**config.mk**
```make
export PLATFORM = sky130hd
export DESIGN_NAME = if_id_skid_reg_flat
export DESIGN_NICKNAME = d
export VERILOG_FILES = /design/src/rtl/if_id_skid_reg_if.sv /design/src/rtl/if_id_skid_reg.sv /design/src/flat_wrapper.sv
export SDC_FILE = /design/constraint.sdc
export NUM_CORES = 1
export LEC_CHECK = 0
export ABC_AREA = 1
export CAP_MARGIN = 20
export CORE_UTILIZATION = 35
export CTS_BUF_LIST = sky130_fd_sc_hd__clkbuf_2 sky130_fd_sc_hd__clkbuf_4 sky130_fd_sc_hd__clkbuf_8
export DETAILED_ROUTE_END_ITERATION = 7
export GPL_TIMING_DRIVEN = 1
export PLACE_DENSITY = 0.59
export SYNTH_ARGS = -nofsm -noshare
export SYNTH_HDL_FRONTEND = slang
export SYNTH_SLANG_ARGS = --single-unit
```
**constraint.sdc**
```tcl
create_clock -name clk -period 1.9 [get_ports clk]
set_input_delay 0.285 -clock clk [delete_from_list [all_inputs] [get_ports clk]]
set_output_delay 0.285 -clock clk [all_outputs]
set_load 0.01 [all_outputs]
```
**src/rtl/if_id_skid_reg_if.sv**
```systemverilog
// Fetch/decode boundary bundle for the IF/ID skid register.
// "master" is the surrounding pipeline; "slave" is the skid register itself.
interface if_id_skid_reg_if #(
   parameter int INSTR_W = 32,
   parameter int ADDR_W  = 32,
   parameter int CNT_W   = 16
);
   logic               in_valid;
   logic               in_ready;
   logic [INSTR_W-1:0] in_instr;
   logic [ADDR_W-1:0]  in_pc;
   logic [ADDR_W-1:0]  in_pc_plus4;
   logic               flush;
   logic               cnt_clr;
   logic               out_valid;
   logic               out_ready;
   logic [INSTR_W-1:0] out_instr;
   logic [ADDR_W-1:0]  out_pc;
   logic [ADDR_W-1:0]  out_pc_plus4;
   logic [CNT_W-1:0]   stall_cnt;
   logic [CNT_W-1:0]   flush_cnt;

   modport master (
      output in_valid, in_instr, in_pc, in_pc_plus4, flush, cnt_clr, out_ready,
      input  in_ready, out_valid, out_instr, out_pc, out_pc_plus4, stall_cnt, flush_cnt
   );

   modport slave (
      input  in_valid, in_instr, in_pc, in_pc_plus4, flush, cnt_clr, out_ready,
      output in_ready, out_valid, out_instr, out_pc, out_pc_plus4, stall_cnt, flush_cnt
   );
endinterface

```
**src/rtl/if_id_skid_reg.sv**
```systemverilog
// IF/ID pipeline register with a one-entry skid buffer, flush, and saturating
// stall/flush statistics counters.
module if_id_skid_reg #(
   parameter int                 INSTR_W   = 32,
   parameter int                 ADDR_W    = 32,
   parameter logic [INSTR_W-1:0] NOP_INSTR = '0,
   parameter int                 CNT_W     = 16
) (
   input logic              clk,
   input logic              rst_n,
   if_id_skid_reg_if.slave  bus
);

   typedef struct packed {
      logic               valid;
      logic [INSTR_W-1:0] instr;
      logic [ADDR_W-1:0]  pc;
      logic [ADDR_W-1:0]  pc_plus4;
   } entry_t;

   localparam entry_t EMPTY = '{valid: 1'b0, instr: NOP_INSTR, pc: '0, pc_plus4: '0};

   entry_t main_q, main_d;
   entry_t skid_q, skid_d;
   entry_t in_ent;
   logic   accept;
   logic   stall;
   logic [1:0] inc;

   assign in_ent = '{valid: 1'b1, instr: bus.in_instr, pc: bus.in_pc, pc_plus4: bus.in_pc_plus4};
   assign accept = bus.in_valid && !skid_q.valid;
   assign stall  = main_q.valid && !bus.out_ready;
   assign inc    = {bus.flush, stall};

   // SKID can only be full while MAIN is full, so out_ready alone means consume there.
   always_comb begin
      main_d = main_q;
      skid_d = skid_q;
      if (bus.flush) begin
         main_d = EMPTY;
         skid_d = EMPTY;
      end else if (skid_q.valid) begin
         if (bus.out_ready) begin
            main_d = skid_q;
            skid_d = EMPTY;
         end
      end else if (!main_q.valid || bus.out_ready) begin
         main_d = accept ? in_ent : EMPTY;
      end else if (accept) begin
         skid_d = in_ent;
      end
   end

   always_ff @(posedge clk or negedge rst_n) begin
      if (!rst_n) begin
         main_q <= EMPTY;
         skid_q <= EMPTY;
      end else begin
         main_q <= main_d;
         skid_q <= skid_d;
      end
   end

   // Counter 0 tracks stall cycles, counter 1 tracks flush cycles.
   genvar gi;
   generate
      for (gi = 0; gi < 2; gi++) begin : g_cnt
         logic [CNT_W-1:0] cnt_q, cnt_d;

         always_comb begin
            cnt_d = cnt_q;
            if (bus.cnt_clr) begin
               cnt_d = '0;
            end else if (inc[gi] && !(&cnt_q)) begin
               cnt_d = cnt_q + 1'b1;
            end
         end

         always_ff @(posedge clk or negedge rst_n) begin
            if (!rst_n) begin
               cnt_q <= '0;
            end else begin
               cnt_q <= cnt_d;
            end
         end
      end
   endgenerate

   assign bus.in_ready     = !skid_q.valid;
   assign bus.out_valid    = main_q.valid;
   assign bus.out_instr    = main_q.instr;
   assign bus.out_pc       = main_q.pc;
   assign bus.out_pc_plus4 = main_q.pc_plus4;
   assign bus.stall_cnt    = g_cnt[0].cnt_q;
   assign bus.flush_cnt    = g_cnt[1].cnt_q;

endmodule

```
**src/flat_wrapper.sv**
```systemverilog
// flat-port wrapper written by rule: the top's interface ports become plain ports
module if_id_skid_reg_flat 
#(
   parameter int                 INSTR_W   = 32,
   parameter int                 ADDR_W    = 32,
   parameter logic [INSTR_W-1:0] NOP_INSTR = '0,
   parameter int                 CNT_W     = 16
)
  (clk, rst_n, bus_in_valid, bus_in_instr, bus_in_pc, bus_in_pc_plus4, bus_flush, bus_cnt_clr, bus_out_ready, bus_in_ready, bus_out_valid, bus_out_instr, bus_out_pc, bus_out_pc_plus4, bus_stall_cnt, bus_flush_cnt);
  if_id_skid_reg_if #(.INSTR_W(INSTR_W), .ADDR_W(ADDR_W), .CNT_W(CNT_W)) bus_i ();
  input logic clk;
  input logic rst_n;
  input wire logic [$bits(bus_i.in_valid)-1:0] bus_in_valid;
  input wire logic [$bits(bus_i.in_instr)-1:0] bus_in_instr;
  input wire logic [$bits(bus_i.in_pc)-1:0] bus_in_pc;
  input wire logic [$bits(bus_i.in_pc_plus4)-1:0] bus_in_pc_plus4;
  input wire logic [$bits(bus_i.flush)-1:0] bus_flush;
  input wire logic [$bits(bus_i.cnt_clr)-1:0] bus_cnt_clr;
  input wire logic [$bits(bus_i.out_ready)-1:0] bus_out_ready;
  output wire logic [$bits(bus_i.in_ready)-1:0] bus_in_ready;
  output wire logic [$bits(bus_i.out_valid)-1:0] bus_out_valid;
  output wire logic [$bits(bus_i.out_instr)-1:0] bus_out_instr;
  output wire logic [$bits(bus_i.out_pc)-1:0] bus_out_pc;
  output wire logic [$bits(bus_i.out_pc_plus4)-1:0] bus_out_pc_plus4;
  output wire logic [$bits(bus_i.stall_cnt)-1:0] bus_stall_cnt;
  output wire logic [$bits(bus_i.flush_cnt)-1:0] bus_flush_cnt;
  assign bus_i.in_valid = bus_in_valid;
  assign bus_i.in_instr = bus_in_instr;
  assign bus_i.in_pc = bus_in_pc;
  assign bus_i.in_pc_plus4 = bus_in_pc_plus4;
  assign bus_i.flush = bus_flush;
  assign bus_i.cnt_clr = bus_cnt_clr;
  assign bus_i.out_ready = bus_out_ready;
  assign bus_in_ready = bus_i.in_ready;
  assign bus_out_valid = bus_i.out_valid;
  assign bus_out_instr = bus_i.out_instr;
  assign bus_out_pc = bus_i.out_pc;
  assign bus_out_pc_plus4 = bus_i.out_pc_plus4;
  assign bus_stall_cnt = bus_i.stall_cnt;
  assign bus_flush_cnt = bus_i.flush_cnt;
  if_id_skid_reg #(.INSTR_W(INSTR_W), .ADDR_W(ADDR_W), .NOP_INSTR(NOP_INSTR), .CNT_W(CNT_W)) u_core (.clk(clk), .rst_n(rst_n), .bus(bus_i));
endmodule
```
After elaboration in Yosys (flattened, before gate mapping)
Cells that the tools add are included.
- register bits: 226
- input port bits: 102
- output and inout port bits: 130
- reductions and logical operators: 18
- mux-type cells: 14
- eq/ne operators: 2
- $add $sub $neg: 2
- operators with widths (operator ; number):
    $mux W97 ; 10
    $mux W16 ; 4
    $add A16 B1 Y16 const B ; 2
    $reduce_and A16 Y1 ; 2
    $reduce_bool A3 Y1 ; 2
    $logic_not A1 Y1 ; 5
    $logic_and A1 B1 Y1 ; 4
    $reduce_bool A2 Y1 ; 2
    $ne A3 B2 Y1 const B ; 1
    $ne A3 B3 Y1 const B ; 1
    $reduce_and A3 Y1 ; 1
    $reduce_and A2 Y1 ; 1
    $logic_or A1 B1 Y1 ; 1

Longest topological paths before layout
Gate-level depths: netlist of the first run.
- depth in word-level cells: 6
- mapped depth: 10
- mapped depth without buffers: 9

Least setup slack after synthesis of the first run
OpenSTA, ideal clock, no wires.
- kind: reg2reg
- start point: reg u_core.g_cnt[1].cnt_q[0] (netlist: u_core.bus.flush_cnt[0])
- end point: reg u_core.g_cnt[1].cnt_q[13] (netlist: u_core.bus.flush_cnt[13])
- setup time: 0.066 ns
- path buffers: 0
- path slack: 0.276 ns
- arrival time: 1.558 ns
- required time: 1.834 ns
- cell stages (with the launch flop): 9
- path through: dfrtp_1 -> ha_1 -> nand2_1 -> nor2_2 -> nand2_2 -> nor2_4 -> nor3_1 -> nand2_1 -> nand2_1
- word-level cells in the longest chain between the ends: 4
- ends and longest elaborated chain (item ; line ; RTL):
    start, declared ; if_id_skid_reg.sv:68 ; logic [CNT_W-1:0] cnt_q, cnt_d;
    start signal, assigned ; if_id_skid_reg.sv:83 ; cnt_q <= cnt_d;
    parallel branches: the longest is 4 deep, another holds $add A16 B1 Y16 ; n/a ;
Several ways; the timed one is not identified. The select of a mux whose other input is x is not followed.
A chain may end at the register's enable or synchronous reset.

Worst setup path in the final report of the first run
- start point: reg u_core.g_cnt[1].cnt_q[10] (netlist: u_core.bus.flush_cnt[10])
- end point: out bus_flush_cnt[10]
- RTL lines (item ; line ; RTL):
    end, declared ; flat_wrapper.sv:26 ; output wire logic [$bits(bus_i.flush_cnt)-1:0] bus_flush_cnt;
No word-level cell between the ends.

==> results of run 1 <==
flip-flops by register name, indices dropped and copies added, names as in the netlist:
name	cells
u_core.bus.out_pc	32
u_core.bus.out_valid	1
u_core.bus.stall_cnt	16
u_core.skid_q	97
u_core.bus.out_pc_plus4	32
u_core.bus.flush_cnt	16
u_core.bus.out_instr	32
cell type report:
class / count / area [um2]
Fill cell: 2809 / 14740
Antenna cell: 1 / 2.502
Tap cell: 384 / 480.5
Multi-Input combinational cell: 826 / 3954
Clock inverter: 6 / 42.54
Clock buffer: 65 / 813.3
Timing Repair Buffer: 271 / 2786
Sequential cell: 226 / 5677
Inverter: 137 / 514.2
how the worst max path moves through the flow:
stage	endpoint	slack (ns)	startpoint	depth (start not counted)
4_1_cts	bus_stall_cnt[12]	0.004	u_core.bus.stall_cnt[12]	1
5_1_grt	bus_stall_cnt[11]	0.002	u_core.bus.stall_cnt[11]	1
3_3_place_gp	u_core.bus.out_pc_plus4[8]	-0.08	bus_out_ready	5
6_report	bus_flush_cnt[10]	0.07	u_core.bus.flush_cnt[10]	1
3_5_place_dp	u_core.bus.out_pc[26]	-0.11	bus_flush	5
2_1_floorplan	u_core.bus.flush_cnt[13]	0.28	u_core.bus.flush_cnt[0]	8
cells in the mapped netlist (all sizes together):
cell / count
dfrtp: 226
o21ai: 101
nand3b: 3
nor2: 43
or2: 1
nand2: 426
buf: 37
xor2: 9
nand3: 27
inv: 137
nand4: 15
o21bai: 97
clkbuf: 29
o211ai: 1
ha: 2
nor3: 3
a21oi: 97
xnor2: 1
repair_timing:
action                                  CTS  global route
gates resized for setup                   8             9
setup buffers                             0             1
pin swaps                                 0             1
gates cloned                              0             0
hold buffers                              1             0
endpoints found under the setup margin    8            10
hold endpoints to repair                 41             0
power by group:
group / total (uW) / leakage (uW) / internal (uW) / switching [uW]
logic: 1310 / 0.00269 / 616 / 690
registers: 5090 / 0.00307 / 4980 / 110
clock network: 4760 / 0.000461 / 2720 / 2030
through the flow:
stage / area (um2) / power, uW / hold slack (ns)
final: 14270 / 11150 / 0.2411
after global routing: 14270 / 11650 / 0.2560
after floorplan: 10420 / 5678 / -0.01059
after CTS: 14230 / 11330 / 0.2347
after global placement: 13360 / 6489 / 0.2307
after detailed placement: 13360 / 6496 / 0.2324
routing by layer:
layer,wire [um],up-vias
met4,540,2
li1,-,4477
met1,13770,4301
met2,13480,218
met3,1546,43
met5,13,-
logic make-up (layout without fill, tap and decap cells):
group	count (synthesis)	count (layout)
AOI/OAI and AO/OA	296	296
adders and majority gates	2	2
DFF	226	226
other	0	1
and+or+nand+nor	518	518
buffers and inverters	203	479
xor gates and xnor gates	10	10
==> impl_metrics.json, run 1 <==
{
  "final_hold_viol_count": 0,
  "nets": 1606,
  "wl_per_cell_um": 15.32,
  "fin_skew_ns": 0.01639,
  "cpPeakStageDelay_ns": 0.59,
  "dieArea_um2": 30460,
  "place_hpwl_um": 19120,
  "finalWirelength_um": 29350,
  "maxCapViolCount": 0,
  "routed-via-count": 9041,
  "synth.top_cell.area_share_pct": 54.28,
  "chipWidth_um": 174.5,
  "layout.cells.most_common": "nand2_1",
  "drc": 0,
  "overflow": 0,
  "tightest_slew_ns": 0.8477,
  "coreArea_um2": 29010,
  "pin_count": 232,
  "clk_pin_slew_worst_paths_ns": 0.06,
  "cts_sinks": 226,
  "cp_slowest_cell": "clkdlybuf4s50_1",
  "antenna_left": 0,
  "drive_gt1_share_pct": 9.536,
  "r2r-end": "u_core.bus.out_pc_plus4[23]",
  "busiest_layer": "met2",
  "yosysWarnings": 0,
  "finalNonFillerCells": 1916,
  "rsz0062_at_grt": "no",
  "synth_compound_area_share_pct": 16.61,
  "synthCells": 1255,
  "fin_util_pct": 49.18,
  "end_kind": "output port",
  "critPathRequiredTime_ns": 1.62,
  "netlist_area_um2": 10420,
  "status": "finished clean",
  "arrival_ns": 1.55,
  "p_leak_uw": 0.006217,
  "critPathKind": "flip-flop to output port",
  "ir_drop_mv": 0.4599,
  "rr_worst_depth": 3,
  "yosysTopAreaCell": "dfrtp_1",
  "tns_ns": 0,
  "use_met1_pct": 27.41,
  "insertion_delay_ns": 0.55,
  "period_minus_slack_ns": 1.835,
  "ys_seq_area_share_pct": 54.28,
  "synth-xor-area-share_pct": 0.8406,
  "start_kind": "flip-flop",
  "areaGrowthSynthToFinish_pct": 36.96,
  "htree_levels": 2,
  "drt_iter0_drc": 623,
  "use_met2_pct": 31.11,
  "cts_tree": "yes",
  "yosys.cell_types.count": 28,
  "die_h_um": 174.5,
  "antenna_found_initial": 2,
  "via_per_inst": 4.719,
  "crit_buf_inv": 1,
  "yosys-top-cells-area": "dfrtp_1, nand2_1, o21bai_1",
  "crit_fanout": 5,
  "hold_path_class": "input port to asynchronous set/reset pin",
  "tritoncts.num_buffers": 40,
  "synth.area.mux_share_pct": 0,
  "grt_max_degree": 67,
  "max_freq_mhz": 545.1,
  "cts_buffer_depth": 3,
  "slew_headroom_pct": 43.49,
  "pre_cts_slack_ns": -0.1100,
  "grt_pass1_vias": 8895,
  "slew_violations": 0,
  "regToRegSetupSlack_ns": 0.16,
  "r2r_start": "u_core.skid_q[96]",
  "globalplace.congestion": 0.8114,
  "portBuffers": 231,
  "dr.pass1.iters": 6,
  "synth-seq-cells": 226,
  "synthAdderAreaFrac_pct": 0.2402,
  "final_cell_mix": "nand2_1, clkdlybuf4s50_1, dfrtp_1",
  "synthSimpleGateAreaFrac_pct": 20.07,
  "cts-root-buf": "clkbuf_8",
  "synth_fp_nets": 1359,
  "p_per_area_nw_per_um2": 781.7,
  "cp_cell_sequence": "clkdlybuf4s50_1",
  "synth_top_family_by_area": "simple AND/OR/NAND/NOR gates",
  "grt_pass1_wl_um": 47930,
  "setup_slack_ns": 0.06539,
  "avgSynthCellArea_um2": 8.302,
  "initial_core_util_pct": 35.91,
  "setup_violations": 0,
  "grtUsageTotal_pct": 19.67,
  "gr-usage-met3_pct": 4.134,
  "num_rows": 62,
  "period_share_pct": 96.56,
  "dpl.cell_count": 1842,
  "cp_top_family": "buffers and inverters"
}
Note: power is estimated with default switching activity, not from simulation.
==> run 2, diff against run 1 <==
- RECOVER_POWER: unset -> 50
==> impl_metrics.json, run 2 (same netlist as run 1, synthesis figures left out) <==
{
  "via_per_inst": 4.737,
  "portBuffers": 231,
  "start_kind": "flip-flop",
  "slew_headroom_pct": 17.58,
  "final_cell_mix": "nand2_1, clkdlybuf4s50_1, dfrtp_1",
  "pin_count": 232,
  "cp_slowest_cell": "clkdlybuf4s50_1",
  "hold_path_class": "input port to flip-flop",
  "fin_skew_ns": 0.01586,
  "crit_buf_inv": 1,
  "cts_buffer_depth": 3,
  "areaGrowthSynthToFinish_pct": 36.18,
  "finalWirelength_um": 29370,
  "cpPeakStageDelay_ns": 0.59,
  "antenna_found_initial": 2,
  "drc": 0,
  "cp_cell_sequence": "clkdlybuf4s50_1",
  "ir_drop_mv": 0.4586,
  "dieArea_um2": 30460,
  "globalplace.congestion": 0.8114,
  "multi_input_area_um2": 3946,
  "hold_start": "bus_in_pc_plus4[10]",
  "setup_slack_ns": 0.06165,
  "coreArea_um2": 29010,
  "num-fill-cells": 2824,
  "dpl.cell_count": 1842,
  "pre_cts_slack_ns": -0.1100,
  "finalNonFillerCells": 1916,
  "die_h_um": 174.5,
  "chipWidth_um": 174.5,
  "cts_sinks": 226,
  "dr.pass1.iters": 5,
  "initial_core_util_pct": 35.91,
  "tritoncts.num_buffers": 40,
  "insertion_delay_ns": 0.55,
  "clk_pin_slew_worst_paths_ns": 0.06,
  "regMostFlops": "u_core.skid_q",
  "status": "finished clean",
  "rsz0062_at_grt": "no",
  "maxCapViolCount": 0,
  "overflow": 0,
  "critPathKind": "flip-flop to output port",
  "wl_per_cell_um": 15.33,
  "startpoint": "u_core.bus.flush_cnt[10]",
  "drive_gt1_share_pct": 9.340,
  "tightest_slew_ns": 1.236,
  "cts_tree": "yes",
  "setup_violations": 0,
  "seq_area_um2": 5673,
  "cts-root-buf": "clkbuf_8",
  "largest_reg_flops": 97,
  "num_rows": 62,
  "r2r_start": "u_core.skid_q[96]",
  "place_hpwl_um": 19120,
  "htree_levels": 2,
  "grt_max_degree": 67,
  "routed-via-count": 9077,
  "p_leak_uw": 0.006176,
  "grtUsageTotal_pct": 19.67,
  "period_share_pct": 96.76,
  "end_kind": "output port",
  "crit_fanout": 5,
  "max_freq_mhz": 544.0,
  "critPathRequiredTime_ns": 1.62,
  "grt_pass1_vias": 8895,
  "antenna_left": 0,
  "layout.cells.most_common": "nand2_1",
  "arrival_ns": 1.55,
  "nets": 1606,
  "cp_top_family": "buffers and inverters",
  "slew_violations": 0,
  "drt_iter0_drc": 643,
  "tns_ns": 0,
  "p_per_area_nw_per_um2": 785.0,
  "final_hold_viol_count": 0,
  "period_minus_slack_ns": 1.838,
  "grt_pass1_wl_um": 47930
}
==> run 2: cell types whose count changed in the layout (fill, tap and decap cells not counted), sizes merged <==
| cell | change |
|---|---|
| buf | -7 |
| dlymetal6s2s | -1 |
| clkbuf | +8 |
==> run 2: cell type report <==
cell class,count,share of cell area [%]
flip-flops and latches,226,39.98
multi-input cells,826,27.81
repair buffers,271,19.14
clock buffers,65,5.732
inverters,137,3.624
well taps,384,3.386
clock inverters,6,0.2998
diodes,1,0.01764
==> run 2: final timing paths <==
path                            depth (start not counted)  slack [ns]                           to
worst max-delay path                                    1        0.06            bus_flush_cnt[10]
worst min-delay path                                    3        0.32            u_core.skid_q[10]
worst max register to register                          4        0.14  u_core.bus.out_pc_plus4[10]
worst min register to register                          2        0.48            u_core.skid_q[75]
max in group asynchronous                               3        0.27            u_core.skid_q[58]
min in group asynchronous                               2        0.53      u_core.bus.out_instr[4]
==> run 2: power breakdown <==
group / switching (uW) / internal (uW)
registers: 110 / 4980
logic: 685 / 597
clock network: 2040 / 2720
total: 2840 / 8300
==> run 2: timing repair <==
item                                    in CTS  in global routing
pin swaps                                    0                  1
buffers inserted                             0                  1
gates resized for setup                      8                  9
hold buffers                                 1                  0
hold endpoints to repair                    41                  0
endpoints found under the setup margin       8                 10
==> run 2: metal layers <==
| metal | global-route usage [%] | share of wire, % |
|---|---|---|
| met4 | 5.036 | 1.9 |
| met2 | 31.11 | 46 |
| met1 | 27.41 | 47 |
| met3 | 4.134 | 5.6 |
| met5 | 0 | 0.044 |
==> run 2: metrics by stage <==
step | util [%] | hold WS, ns | total power (uW) | instance area (um2)
after detailed placement | 46.05 | 0.2324 | 6496 | 13360
final | 48.90 | 0.3158 | 11140 | 14190
after floorplan | - | -0.01059 | 5678 | 10420
after global routing | 48.90 | 0.3111 | 11630 | 14190
after CTS | 49.06 | 0.2347 | 11330 | 14230
after global placement | 46.05 | 0.2307 | 6489 | 13360
==> RTL edit 1, RTL diff (settings of run 1) <==
`INSTR_W` is set to 32 in 3 places; all go to 28.
--- a/src/rtl/if_id_skid_reg_if.sv
+++ b/src/rtl/if_id_skid_reg_if.sv
@@ -2,5 +2,5 @@
 // "master" is the surrounding pipeline; "slave" is the skid register itself.
 interface if_id_skid_reg_if #(
-   parameter int INSTR_W = 32,
+   parameter int INSTR_W = 28,
    parameter int ADDR_W  = 32,
    parameter int CNT_W   = 16
--- a/src/rtl/if_id_skid_reg.sv
+++ b/src/rtl/if_id_skid_reg.sv
@@ -2,5 +2,5 @@
 // stall/flush statistics counters.
 module if_id_skid_reg #(
-   parameter int                 INSTR_W   = 32,
+   parameter int                 INSTR_W   = 28,
    parameter int                 ADDR_W    = 32,
    parameter logic [INSTR_W-1:0] NOP_INSTR = '0,
--- a/src/flat_wrapper.sv
+++ b/src/flat_wrapper.sv
@@ -2,5 +2,5 @@
 module if_id_skid_reg_flat 
 #(
-   parameter int                 INSTR_W   = 32,
+   parameter int                 INSTR_W   = 28,
    parameter int                 ADDR_W    = 32,
    parameter logic [INSTR_W-1:0] NOP_INSTR = '0,
Ports: changed (resized bus_in_instr and bus_out_instr); port bits go from 232 to 224. No check against the original RTL was run, so the function may have changed too.
==> RTL edit 1 against run 1 <==
Die area is 3.3% lower; via count is 2.5% lower; worst setup slack worse by 0.0086 ns; final area is 2.6% lower; area after synthesis is 3.3% lower; maximum frequency is 0.47% lower; cell count is 2.9% lower; routed wire length is 3.1% lower; synthesized cell count is 3.4% lower; register-to-register slack worse by 0.02 ns; sequential cell count is 8 lower; power is 2.8% lower; sequential share of layout area is 0.41 points lower; highest routed layer is now met4.
==> RTL edit 1: results (changes against run 1) <==
drtPass1Iterations: 5  # -1
regMostFlops: "u_core.skid_q"
synth_common_cells: "407 x nand2_1, 218 x dfrtp_1, 127 x inv_1"
antenna_cells: 0  # -1
dr.first_iter.drc_count: 561  # -10%
root_buffer: "clkbuf_8"
h-tree-depth: 2  # unchanged
leakage_nw: 5.990  # -3.6%
antenna_found_initial: 0  # -2
grt_first_pass_wirelength_mm: 45.85  # -4.3%
fill_cells: 2714  # -3.4%
worstMarginPinSlew_ns: 0.4365  # -0.4112 ns
cts_max_path_buffers: 3  # unchanged
insertion_delay_ns: 0.53  # -0.02 ns
cp_max_fo: 3  # -2
via_count: 8813  # -2.5%
arrival_ns: 1.56
seq_area_frac_synth_pct: 54.17  # -0.11 points
synth_ff_type: "dfrtp_1"
grt_use_total_pct: 19.55  # -0.13 points
finalNetCount: 1555  # -3.2%
synthTopCellsByArea: "dfrtp_1 54%, nand2_1 15%, o21bai_1 6.9%, o21ai_0 4.9%, inv_1 4.7%"
cp_slowest_cell: "clkdlybuf4s50_1"
synth_fp_nets: 1312  # -3.5%
drive_gt1_share_pct: 9.649  # +0.11 points
largest_reg_flops: 93  # -4.1%
synthDistinctLibCells: 27  # -3.6%
vdd_drop_max_mv: 0.3717  # -19%
hold_path_class: "input port to asynchronous set/reset pin"
ys_warn_count: 0  # unchanged
critPathTopFamily: "buffers and inverters"
clk_pin_slew_ns: 0.06  # about the same
status: "complete, no violations"
numPortBuffers: 223  # -3.5%
hpwl_mm: 18.23  # -4.6%
gp_congestion: 0.8294  # +2.2%
finClkSkew_ns: 0.01236  # -0.004030 ns
pre_cts_slack_ns: -0.03198  # +0.07804 ns
async_flop_share_pct: 100.0  # unchanged
hold_viol: 0  # unchanged
grt_pass1_vias: 8736  # -1.8%
drt-total-wl_mm: 28.44  # -3.1%
p_sw_mw: 2.758  # -2.7%
cts_buffers: 40  # unchanged
critical_path.max_stage_delay_ns: 0.58
grt_max_degree: 71  # +6.0%
[RTL edit 1: path summary, 6_finish.rpt]
check	from	to	slack [ns]	depth (start not counted)
max	u_core.bus.out_valid$_DFFE_PN0P_	bus_out_valid	0.06	1
min	rst_n	u_core.bus.out_pc_plus4[29]$_DFFE_PN0P_	0.20	2
max reg2reg	u_core.bus.stall_cnt[1]$_DFFE_PN0P_	u_core.bus.stall_cnt[13]$_DFFE_PN0P_	0.14	10
min reg2reg	u_core.skid_q[87]$_DFFE_PN0P_	u_core.skid_q[87]$_DFFE_PN0P_	0.48	2
max in group asynchronous	rst_n	u_core.skid_q[62]$_DFFE_PN0P_	1.10	3
min in group clk	bus_in_instr[14]	u_core.skid_q[78]$_DFFE_PN0P_	0.33	3
[RTL edit 1: power by group through the flow]
stage               Sequential [mW]  Clock, mW  Combinational [mW]
finish                         4.91       4.65                1.28
global route                   4.92       4.99                1.42
CTS                            4.91       4.80                1.30
detailed placement             4.99          0                1.29
global placement               4.99          0                1.29
floorplan                      5.02          0               0.453
[RTL edit 1: layout make-up]
| type | instances | area [sq um] | area share, % |
|---|---|---|---|
| Clock buffer | 58 | 748.2 | 5.385 |
| Clock inverter | 11 | 85.08 | 0.6124 |
| Inverter | 128 | 480.5 | 3.458 |
| Multi-Input combinational cell | 801 | 3872 | 27.87 |
| Sequential cell | 218 | 5470 | 39.37 |
| Tap cell | 378 | 473.0 | 3.404 |
| Timing Repair Buffer | 266 | 2764 | 19.89 |
[RTL edit 1: timing repair]
action / 4_1_cts / 5_1_grt
gates cloned: 0 / 1
buffers inserted: 1 / 2
hold buffers: 1 / 0
endpoints found under the setup margin: 8 / 12
pin swaps: 0 / 3
gates resized for setup: 8 / 3
endpoints found under the hold margin: 218 / 0
[RTL edit 1: metrics by stage]
stage | power (mW) | std cells | area [sq um] | setup TNS [ns] | hold slack (ns)
floorplan | 5.470 | 1212 | 10070 | 0 | -0.01059
global placement | 6.280 | 1786 | 12990 | 0 | 0.1472
detailed placement | 6.283 | 1786 | 12990 | -0.07168 | 0.1512
CTS | 11.01 | 1857 | 13850 | 0 | 0.1639
global route | 11.33 | 1860 | 13890 | 0 | 0.1796
finish | 10.84 | 1860 | 13890 | 0 | 0.1956
[RTL edit 1: layer usage]
layer	GRT usage (%)	vias to the layer above	share of wire (%)	wire length [um]
met5	0	-	0	0
li1	-	4345	-	-
met1	26.81	4168	47	13260
met3	3.497	47	5.3	1511
met2	31.12	253	46	13050
met4	6.328	0	2.2	625
[RTL edit 1: cells by family after synthesis]
group,after synthesis,share of synthesized area (%)
simple gates,502,20.33
buf+inv,194,7.827
compound gates,285,16.47
fa+ha+maj,2,0.2484
flops,218,54.17
xor+xnor,11,0.9566
==> RTL edit 2, RTL diff (config.mk and constraints of run 1) <==
Made on the original files. Reset style: synchronous (`rst_n`), changed in 2 clocked blocks.
--- a/src/rtl/if_id_skid_reg.sv
+++ b/src/rtl/if_id_skid_reg.sv
@@ -52,5 +52,5 @@
    end
 
-   always_ff @(posedge clk or negedge rst_n) begin
+   always_ff @(posedge clk) begin
       if (!rst_n) begin
          main_q <= EMPTY;
@@ -77,5 +77,5 @@
          end
 
-         always_ff @(posedge clk or negedge rst_n) begin
+         always_ff @(posedge clk) begin
             if (!rst_n) begin
                cnt_q <= '0;
Behaviour: differs if rst_n is asserted again (counterexample within 4 cycles, from zero or initial values and one cycle with rst_n low); with rst_n held inactive, the same outputs for 4 cycles.
==> RTL edit 2 against run 1 <==
Final area fell by 8.2%; sequential power down 4.1%; worst setup slack gained 0.0072 ns; power is 6.5% lower; routed wire length shrank 0.66%; sequential cell count unchanged; area after synthesis down 8.9%; critical path depth did not move; critical path type unchanged; largest cell class unchanged.
==> RTL edit 2: results (changes against run 1) <==
finClkSkew_ns: 0.01581  # -0.0005779 ns
grt_first_pass_wirelength_mm: 47.16  # -1.6%
reg2reg_setup_slack_ns: 0.34  # +0.18 ns
hpwl_mm: 18.80  # -1.7%
grt_use_total_pct: 20.61  # +0.94 points
drt-total-wl_mm: 29.16  # -0.66%
gp_congestion: 0.7920  # -2.4%
status: "complete, no violations"
seq_area_frac_synth_pct: 47.69  # -6.6 points
grt_pass1_vias: 8812  # -0.93%
leakage_nw: 4.370  # -30%
r2r-start: "u_core.bus.flush_cnt[0]$_SDFFE_PP0P_"
r2r-end: "u_core.bus.flush_cnt[9]$_SDFFE_PP0P_"
maxSlewHeadroom_pct: 57.54  # +14 points
synth_common_cells: "280 x nand2_1, 226 x dfxtp_1, 222 x nand3_1"
cts_buffers: 41  # +2.5%
async_flop_share_pct: 0  # -100 points
drt-wirelength-per-cell_um: 15.75  # +2.8%
ff2ff_path_depth: 7  # +4
insertion_delay_ns: 0.51  # -0.04 ns
cts_resized: 1  # -7
synthDistinctLibCells: 24  # -14%
grt_max_degree: 62  # -7.5%
synthCells: 1285  # +2.4%
finalNetCount: 1593  # -0.81%
via_count: 9705  # +7.3%
cp-endpoint: "bus_stall_cnt[10]"
place_inst: 1781  # -3.3%
hold_path_class: "input port to flip-flop"
dr.first_iter.drc_count: 875  # +40%
-- RTL edit 2: cell count changes in the layout (fill, tap and decap cells not counted), sizes merged, moves of 96 or more --
cell    delta
dfxtp    +226
o21bai    -97
inv      -111
nand2    -143
dfrtp    -226
nand3    +195
a31oi     +96
-- RTL edit 2: where the power goes --
part / switching [mW] / internal [mW]
logic: 0.483 / 0.483
registers: 0.0548 / 4.83
clock network: 1.94 / 2.64
total: 2.48 / 7.95
-- RTL edit 2: kinds of logic (layout without fill, tap and decap cells) --
kind of cell	Yosys count	after routing	synth area share, %
flops	226	226	47.69
other cells	0	1	0
buf+inv	138	368	6.753
compound gates	310	310	17.66
simple gates	609	609	27.63
fa+ha+maj	2	2	0.2637
-- RTL edit 2: through the flow --
step	hold WS, ns	utilization, %	area (sq um)	setup WS, ns
after floorplan	0.4355	-	9487	0.5008
after global routing	0.3550	49.68	13090	0.01065
after CTS	0.3221	49.67	13090	0.02302
after global placement	0.4559	46.59	12280	0.09162
final	0.3623	49.69	13100	0.07256
after detailed placement	0.4603	46.59	12280	0.06159
-- RTL edit 2: area by class of cell --
| cell class | instances | share of cell area (%) |
|---|---|---|
| antenna | 1 | 0.01911 |
| clock buffer | 60 | 5.685 |
| clock inverter | 9 | 0.5350 |
| inverter | 29 | 0.8407 |
| multi-input combinational | 921 | 33.24 |
| sequential | 226 | 34.59 |
| tap | 335 | 3.201 |
| timing repair buffer | 270 | 21.89 |
-- RTL edit 2: per-layer routing --
layer	global-route usage, %	routed length [um]	vias up
met1	27.75	13590	4479
met4	7.770	843	2
met3	4.396	1855	61
met5	0	12	-
li1	-	-	4831
met2	32.28	12850	332
